[config.mk]
export PLATFORM = sky130hd
export DESIGN_NAME = int_perceptron_trainer
export DESIGN_NICKNAME = d
export VERILOG_FILES = /design/src/rtl/int_perceptron_trainer.sv
export SDC_FILE = /design/constraint.sdc
export NUM_CORES = 2
export LEC_CHECK = 0
export CORE_MARGIN = 4
export CORE_UTILIZATION = 40
export CTS_CLUSTER_SIZE = 30
export DETAILED_ROUTE_END_ITERATION = 8
export MAX_ROUTING_LAYER = met4
export PLACE_DENSITY_LB_ADDON = 0.25
export SETUP_SLACK_MARGIN = 0.4
export SLEW_MARGIN = 0
export SYNTH_ARGS = -nofsm -noshare
export SYNTH_HDL_FRONTEND = slang
export SYNTH_SLANG_ARGS = --single-unit
[constraint.sdc]
create_clock -name clk -period 11.5 [get_ports clk]
set_input_delay 2.3 -clock clk [delete_from_list [all_inputs] [get_ports clk]]
set_output_delay 2.3 -clock clk [all_outputs]
set_load 0.01 [all_outputs]
[src/rtl/int_perceptron_trainer.sv]
// Fixed-point perceptron that learns its weights on chip from a stored training set.
// Latency: 2*N_SAMPLES+1 cycles per epoch during training; inference is registered with 1 cycle of latency and never stalls.
// Backpressure: none; while busy, start, smp_wr, w_wr and inf_valid are dropped.
module int_perceptron_trainer #(
    parameter int TAM        = 16,
    parameter int FRAC       = 12,
    parameter int N_IN       = 2,
    parameter int N_SAMPLES  = 4,
    parameter int MAX_EPOCHS = 16,
    parameter int ETA_SHIFT  = 0,
    localparam int SW = (N_SAMPLES > 1) ? $clog2(N_SAMPLES) : 1,
    localparam int WW = $clog2(N_IN + 1),
    localparam int EW = $clog2(MAX_EPOCHS + 1)
) (
    input  logic                      clk,
    input  logic                      rst_n,
    input  logic                      smp_wr,
    input  logic [SW-1:0]             smp_idx,
    input  logic [N_IN*TAM-1:0]       smp_x,
    input  logic                      smp_d,
    input  logic                      w_wr,
    input  logic [WW-1:0]             w_idx,
    input  logic [TAM-1:0]            w_data,
    input  logic                      start,
    output logic                      busy,
    output logic                      done,
    output logic                      converged,
    output logic [EW-1:0]             epochs,
    output logic [(N_IN+1)*TAM-1:0]   w_out,
    input  logic                      inf_valid,
    input  logic [N_IN*TAM-1:0]       inf_x,
    output logic [TAM-1:0]            inf_y,
    output logic                      inf_y_valid
);
    localparam int PW = 2 * TAM;
    localparam int CW = $clog2(N_SAMPLES + 1);
    localparam logic signed [PW-1:0]  MAXV  = PW'((64'sd1 <<< (TAM - 1)) - 64'sd1);
    localparam logic signed [PW-1:0]  MINV  = -MAXV - PW'(1);
    localparam logic signed [TAM-1:0] ONE_T = TAM'(1 << FRAC);

    localparam logic [2:0] S_IDLE   = 3'd0;
    localparam logic [2:0] S_EVAL   = 3'd1;
    localparam logic [2:0] S_UPDATE = 3'd2;
    localparam logic [2:0] S_CHECK  = 3'd3;
    localparam logic [2:0] S_FIN    = 3'd4;

    function automatic logic signed [TAM-1:0] sat(input logic signed [PW-1:0] a);
        logic signed [PW-1:0] r;
        if (a > MAXV)      r = MAXV;
        else if (a < MINV) r = MINV;
        else               r = a;
        return r[TAM-1:0];
    endfunction

    // Products are saturated individually before accumulation so a single
    // huge term cannot wrap the running sum.
    function automatic logic signed [TAM-1:0] neuron(input logic [(N_IN+1)*TAM-1:0] wv,
                                                     input logic [N_IN*TAM-1:0]     xv);
        logic signed [PW-1:0]  acc;
        logic signed [PW-1:0]  p;
        logic signed [TAM-1:0] t;
        t   = wv[TAM-1:0];
        acc = PW'(t);
        for (int k = 0; k < N_IN; k++) begin
            p   = $signed(wv[(k+1)*TAM +: TAM]) * $signed(xv[k*TAM +: TAM]);
            p   = p >>> FRAC;
            t   = sat(p);
            acc = acc + PW'(t);
        end
        return sat(acc);
    endfunction

    function automatic logic signed [TAM-1:0] upd(input logic signed [TAM-1:0] base,
                                                  input logic signed [TAM-1:0] x,
                                                  input logic                  neg);
        logic signed [TAM-1:0] dlt;
        logic signed [PW-1:0]  sum;
        dlt = x >>> ETA_SHIFT;
        sum = neg ? (PW'(base) - PW'(dlt)) : (PW'(base) + PW'(dlt));
        return sat(sum);
    endfunction

    logic [2:0]                 state;
    logic [SW-1:0]              s;
    logic [CW-1:0]              err_cnt;
    logic                       err_nz;
    logic                       err_neg;
    logic [(N_IN+1)*TAM-1:0]    w_q;
    logic [(N_IN+1)*TAM-1:0]    w_upd;
    logic [N_IN*TAM-1:0]        mem_x [N_SAMPLES];
    logic                       mem_d [N_SAMPLES];
    logic [N_IN*TAM-1:0]        cur_x;
    logic                       cur_d;
    logic signed [TAM-1:0]      eval_v;
    logic signed [TAM-1:0]      inf_v;
    logic                       idle;

    assign idle   = (state == S_IDLE);
    assign cur_x  = mem_x[s];
    assign cur_d  = mem_d[s];
    assign eval_v = neuron(w_q, cur_x);
    assign inf_v  = neuron(w_q, inf_x);
    assign w_out  = w_q;

    always_comb begin
        w_upd = w_q;
        w_upd[TAM-1:0] = upd(w_q[TAM-1:0], ONE_T, err_neg);
        for (int k = 1; k <= N_IN; k++)
            w_upd[k*TAM +: TAM] = upd(w_q[k*TAM +: TAM], cur_x[(k-1)*TAM +: TAM], err_neg);
    end

    // Training memory has no reset so a stored set survives a reset.
    always_ff @(posedge clk) begin
        if (idle && smp_wr && (int'(smp_idx) < N_SAMPLES)) begin
            mem_x[smp_idx] <= smp_x;
            mem_d[smp_idx] <= smp_d;
        end
    end

    always_ff @(posedge clk) begin
        if (!rst_n) begin
            state     <= S_IDLE;
            w_q       <= '0;
            busy      <= 1'b0;
            done      <= 1'b0;
            converged <= 1'b0;
            epochs    <= '0;
            s         <= '0;
            err_cnt   <= '0;
            err_nz    <= 1'b0;
            err_neg   <= 1'b0;
        end else begin
            done <= 1'b0;
            case (state)
                S_IDLE: begin
                    if (w_wr && (int'(w_idx) <= N_IN))
                        w_q[w_idx*TAM +: TAM] <= w_data;
                    if (start) begin
                        state     <= S_EVAL;
                        s         <= '0;
                        err_cnt   <= '0;
                        epochs    <= '0;
                        converged <= 1'b0;
                        busy      <= 1'b1;
                    end
                end
                S_EVAL: begin
                    // y = ONE when v >= 0; a miss with y = ONE means d = 0, i.e. e = -1
                    err_nz  <= (cur_d != ~eval_v[TAM-1]);
                    err_neg <= ~eval_v[TAM-1];
                    state   <= S_UPDATE;
                end
                S_UPDATE: begin
                    if (err_nz) begin
                        w_q     <= w_upd;
                        err_cnt <= err_cnt + CW'(1);
                    end
                    if (s == SW'(N_SAMPLES - 1)) begin
                        state <= S_CHECK;
                    end else begin
                        s     <= s + SW'(1);
                        state <= S_EVAL;
                    end
                end
                S_CHECK: begin
                    epochs <= epochs + EW'(1);
                    if (err_cnt == '0) begin
                        converged <= 1'b1;
                        state     <= S_FIN;
                    end else if (epochs + EW'(1) == EW'(MAX_EPOCHS)) begin
                        converged <= 1'b0;
                        state     <= S_FIN;
                    end else begin
                        err_cnt <= '0;
                        s       <= '0;
                        state   <= S_EVAL;
                    end
                end
                S_FIN: begin
                    done  <= 1'b1;
                    busy  <= 1'b0;
                    state <= S_IDLE;
                end
                default: state <= S_IDLE;
            endcase
        end
    end

    always_ff @(posedge clk) begin
        if (!rst_n) begin
            inf_y       <= '0;
            inf_y_valid <= 1'b0;
        end else begin
            inf_y_valid <= inf_valid && idle;
            if (inf_valid && idle)
                inf_y <= inf_v[TAM-1] ? '0 : ONE_T;
        end
    end
endmodule

==> reports/summary.txt <==
status - finished, final reports clean
grt ovf - 0
die height - 365.4 um
fill cell count - 12.24k
routed wire length - 138000 um
skew final - 0.02634 ns
CTS tree - done
I/O pin cnt - 164
Routability Congestion - 0.9015
Post-DRT Antenna Nets - 0
Final Hold Viols - 0
number of enable flip-flop cells after synthesis - 132
slowest CP cell - fa_1
CTS Buf Count - 22
root buffer cell - clkbuf_16
sequential area share after synthesis - 10.50%
Worst Hold Class - flip-flop to flip-flop
layout cells sized above 1 - 7.933%
crit path max fanout - 9
Crit. Startpoint - inf_x[21]
peak ir drop on the vdd network - 0.2841 mV
minimum clock period - 10.77 ns
DR vias/cell - 5.053
Vias - 37.28k
core area - 0.1262 sq mm
PortBufs - 148
Pwr Total - 0.01150 W
Clock transition at path regs - 0.07 ns
Power Density - 201.3 mW/mm^2
leading area contributor after synthesis - fa_1
post-synth top area share - 42.34%
CTS Sinks - 202
worst slack at placement - -0.3695 ns
worst flop-to-flop path endpoint - err_neg$_SDFFE_PN0P_
cells on worst reg2reg path - 32
YS warnings - 0
top cells by count, synth - 1318 x inv_1, 1081 x fa_1, 609 x nand2_1, 461 x and2_1, 392 x ha_1
unrepaired setup endpoints after global routing - true
post-synthesis area per instance - 9.352 sq um
Seq. cell area - 0.005374 sq mm
initial drt markers - 2104
Area Growth Syn to Fin - 11.82%
Slew headroom - 25.34%
clock buffer depth - 3
prevailing post-synth register cell - edfxtp_1
Worst Setup Slack, final - 0.7270 ns
DP Area - 0.05576 sq mm
crit end category - flip-flop
Yosys cell types - 87
depth of the CTS H-tree - 1
initial core utilization - 40.49%
Mapped Cells - 5465
cell area after layout - 0.05715 sq mm
Max-Cap Viols - 0
P_leak - 28.44 nW
hpwl dp - 112300 um
Layout Nets - 7258
cell area after synthesis - 0.05111 sq mm
largest net degree at the start of global routing - 69
Worst-Skew Late Latency - 0.55 ns
Multi-input gate area - 0.04020 sq mm
fmax - 92.82 MHz
# rows - 130
Final setup viols - 0
Worst EP arrival - 11.22 ns
R2R Setup Slk - 0.78 ns
end point of the critical path - inf_y[12]$_SDFFE_PN0P_
Slew Viols, Final - 0
Routed WL per cell - 18.70 um
DRC - 0
Die Width - 365.4 um
worst path required time - 11.95 ns
#FFs+latches synth - 202
crit share post-route - 93.68%
Worst-Margin Slew - 1.118 ns
global-route wire length before repair - 222300 um
initial antenna violation count - 24
Crit path top cell by count - fa_1
TritonRoute pass-1 iters - 5
Post-synth ARST share - 0%
most frequent cell after synthesis - inv_1
CP Launch Type - input pin
gr usage total - 21.94%
vias in the first global route - 40.17k
Worst path max stage delay - 0.55 ns
Synth area leaders - fa_1 42%, inv_1 9.7%, ha_1 9.6%
die area - 0.1336 sq mm
critical path class - input pin to flip-flop
[critical path: cells and delay by family]
family / cells / cell delay (ns)
compound gates: 12 / 2.01
simple gates: 4 / 0.81
xor+xnor: 1 / 0.17
buf+inv: 12 / 1.50
fa+ha+maj: 10 / 4.38
[metal layers]
layer | track usage [%] | routed length, um | vias up
met3 | 3.754 | 8882 | 155
met1 | 29.42 | 61190 | 19210
li1 | - | - | 17040
met2 | 35.46 | 64970 | 871
met5 | - | 0 | -
met4 | 4.157 | 2938 | 0
[metrics by stage]
step | TNS, ns | utilization, % | instances | hold WS, ns
finish | 0 | 45.27 | 7377 | 0.4991
global placement | -0.2345 | 44.18 | 7294 | 0.4738
detailed placement | -0.3695 | 44.18 | 7294 | 0.4839
floorplan | 0 | - | 5479 | 0.4584
global route | 0 | 45.27 | 7373 | 0.5357
CTS | 0 | 44.79 | 7335 | 0.5003
[sequential cells by signal, indices dropped and copies added (netlist names), 2 cells and up, named ones only]
name	flops
epochs	5
s	2
mem_x	128
mem_d	4
err_cnt	3
state	3
w_out	48
[layout by cell type, fill, tap and decap left out, drive strengths merged, types with 22 or more instances in the layout]
master	Yosys	final
a21oi	209	209
xor2	53	53
o21ai	137	137
clkbuf	193	28
clkdlybuf4s50	0	140
nand3	26	26
and2	461	461
inv	1318	1318
nand4	22	22
nor3	26	26
fa	1081	1081
nand2	609	609
mux4	30	32
a31oi	22	22
dfxtp	70	70
ha	392	392
buf	50	285
a21o	83	83
a22oi	25	25
nor2	131	131
edfxtp	132	132
xnor2	127	127
[logic make-up (layout without fill, tap and decap cells)]
kind of cell	count (synthesis)	after routing	share of synthesized area, %
xor+xnor	180	180	3.114
buf+inv	1561	1790	11.69
other cells	1	32	0.007338
compound gates	623	623	7.785
fa+ha+maj	1473	1473	51.94
flops	202	202	10.50
simple gates	1381	1381	13.36
mux	44	46	1.604
[power by group]
group | total (W) | internal, W | switching [W] | leakage, nW
clock | 0.000732 | 0.000415 | 0.000317 | 0.359
sequential | 0.000859 | 0.000805 | 0.0000541 | 1.78
combinational | 0.00991 | 0.00420 | 0.00572 | 26.3
total | 0.0115 | 0.00542 | 0.00609 | 28.4
[worst min path at each step]
stage / startpoint / end / slack [ns] / cells after the start
after global placement: busy$_SDFFE_PN0P_ / busy$_SDFFE_PN0P_ / 0.47 / 2
after detailed placement: busy$_SDFFE_PN0P_ / busy$_SDFFE_PN0P_ / 0.48 / 2
after floorplan: err_cnt[0]$_SDFFE_PN0P_ / err_cnt[0]$_SDFFE_PN0P_ / 0.46 / 2
after global routing: err_cnt[0]$_SDFFE_PN0P_ / err_cnt[0]$_SDFFE_PN0P_ / 0.54 / 2
final: err_cnt[2]$_SDFFE_PN0P_ / err_cnt[2]$_SDFFE_PN0P_ / 0.50 / 2
after CTS: err_cnt[2]$_SDFFE_PN0P_ / err_cnt[2]$_SDFFE_PN0P_ / 0.50 / 2
[what timing repair did]
item / 4_1_cts / 5_1_grt
cloned: 0 / 2
pin swaps: 1 / 34
endpoints found under the setup margin: 1 / 3
setup buffers: 1 / 23
resized for setup: 5 / 71
hold buffers: 0 / 0
[area by class of cell]
| class | instances | share of cell area (%) |
|---|---|---|
| flip-flops and latches | 202 | 9.404 |
| inverters | 1318 | 8.657 |
| clock buffers | 28 | 1.038 |
| multi-input cells | 3718 | 70.35 |
| repair buffers | 432 | 6.610 |
| well taps | 1650 | 3.613 |
| clock inverters | 12 | 0.2518 |
| diodes | 17 | 0.07444 |
(Power assumes the default switching activity.)
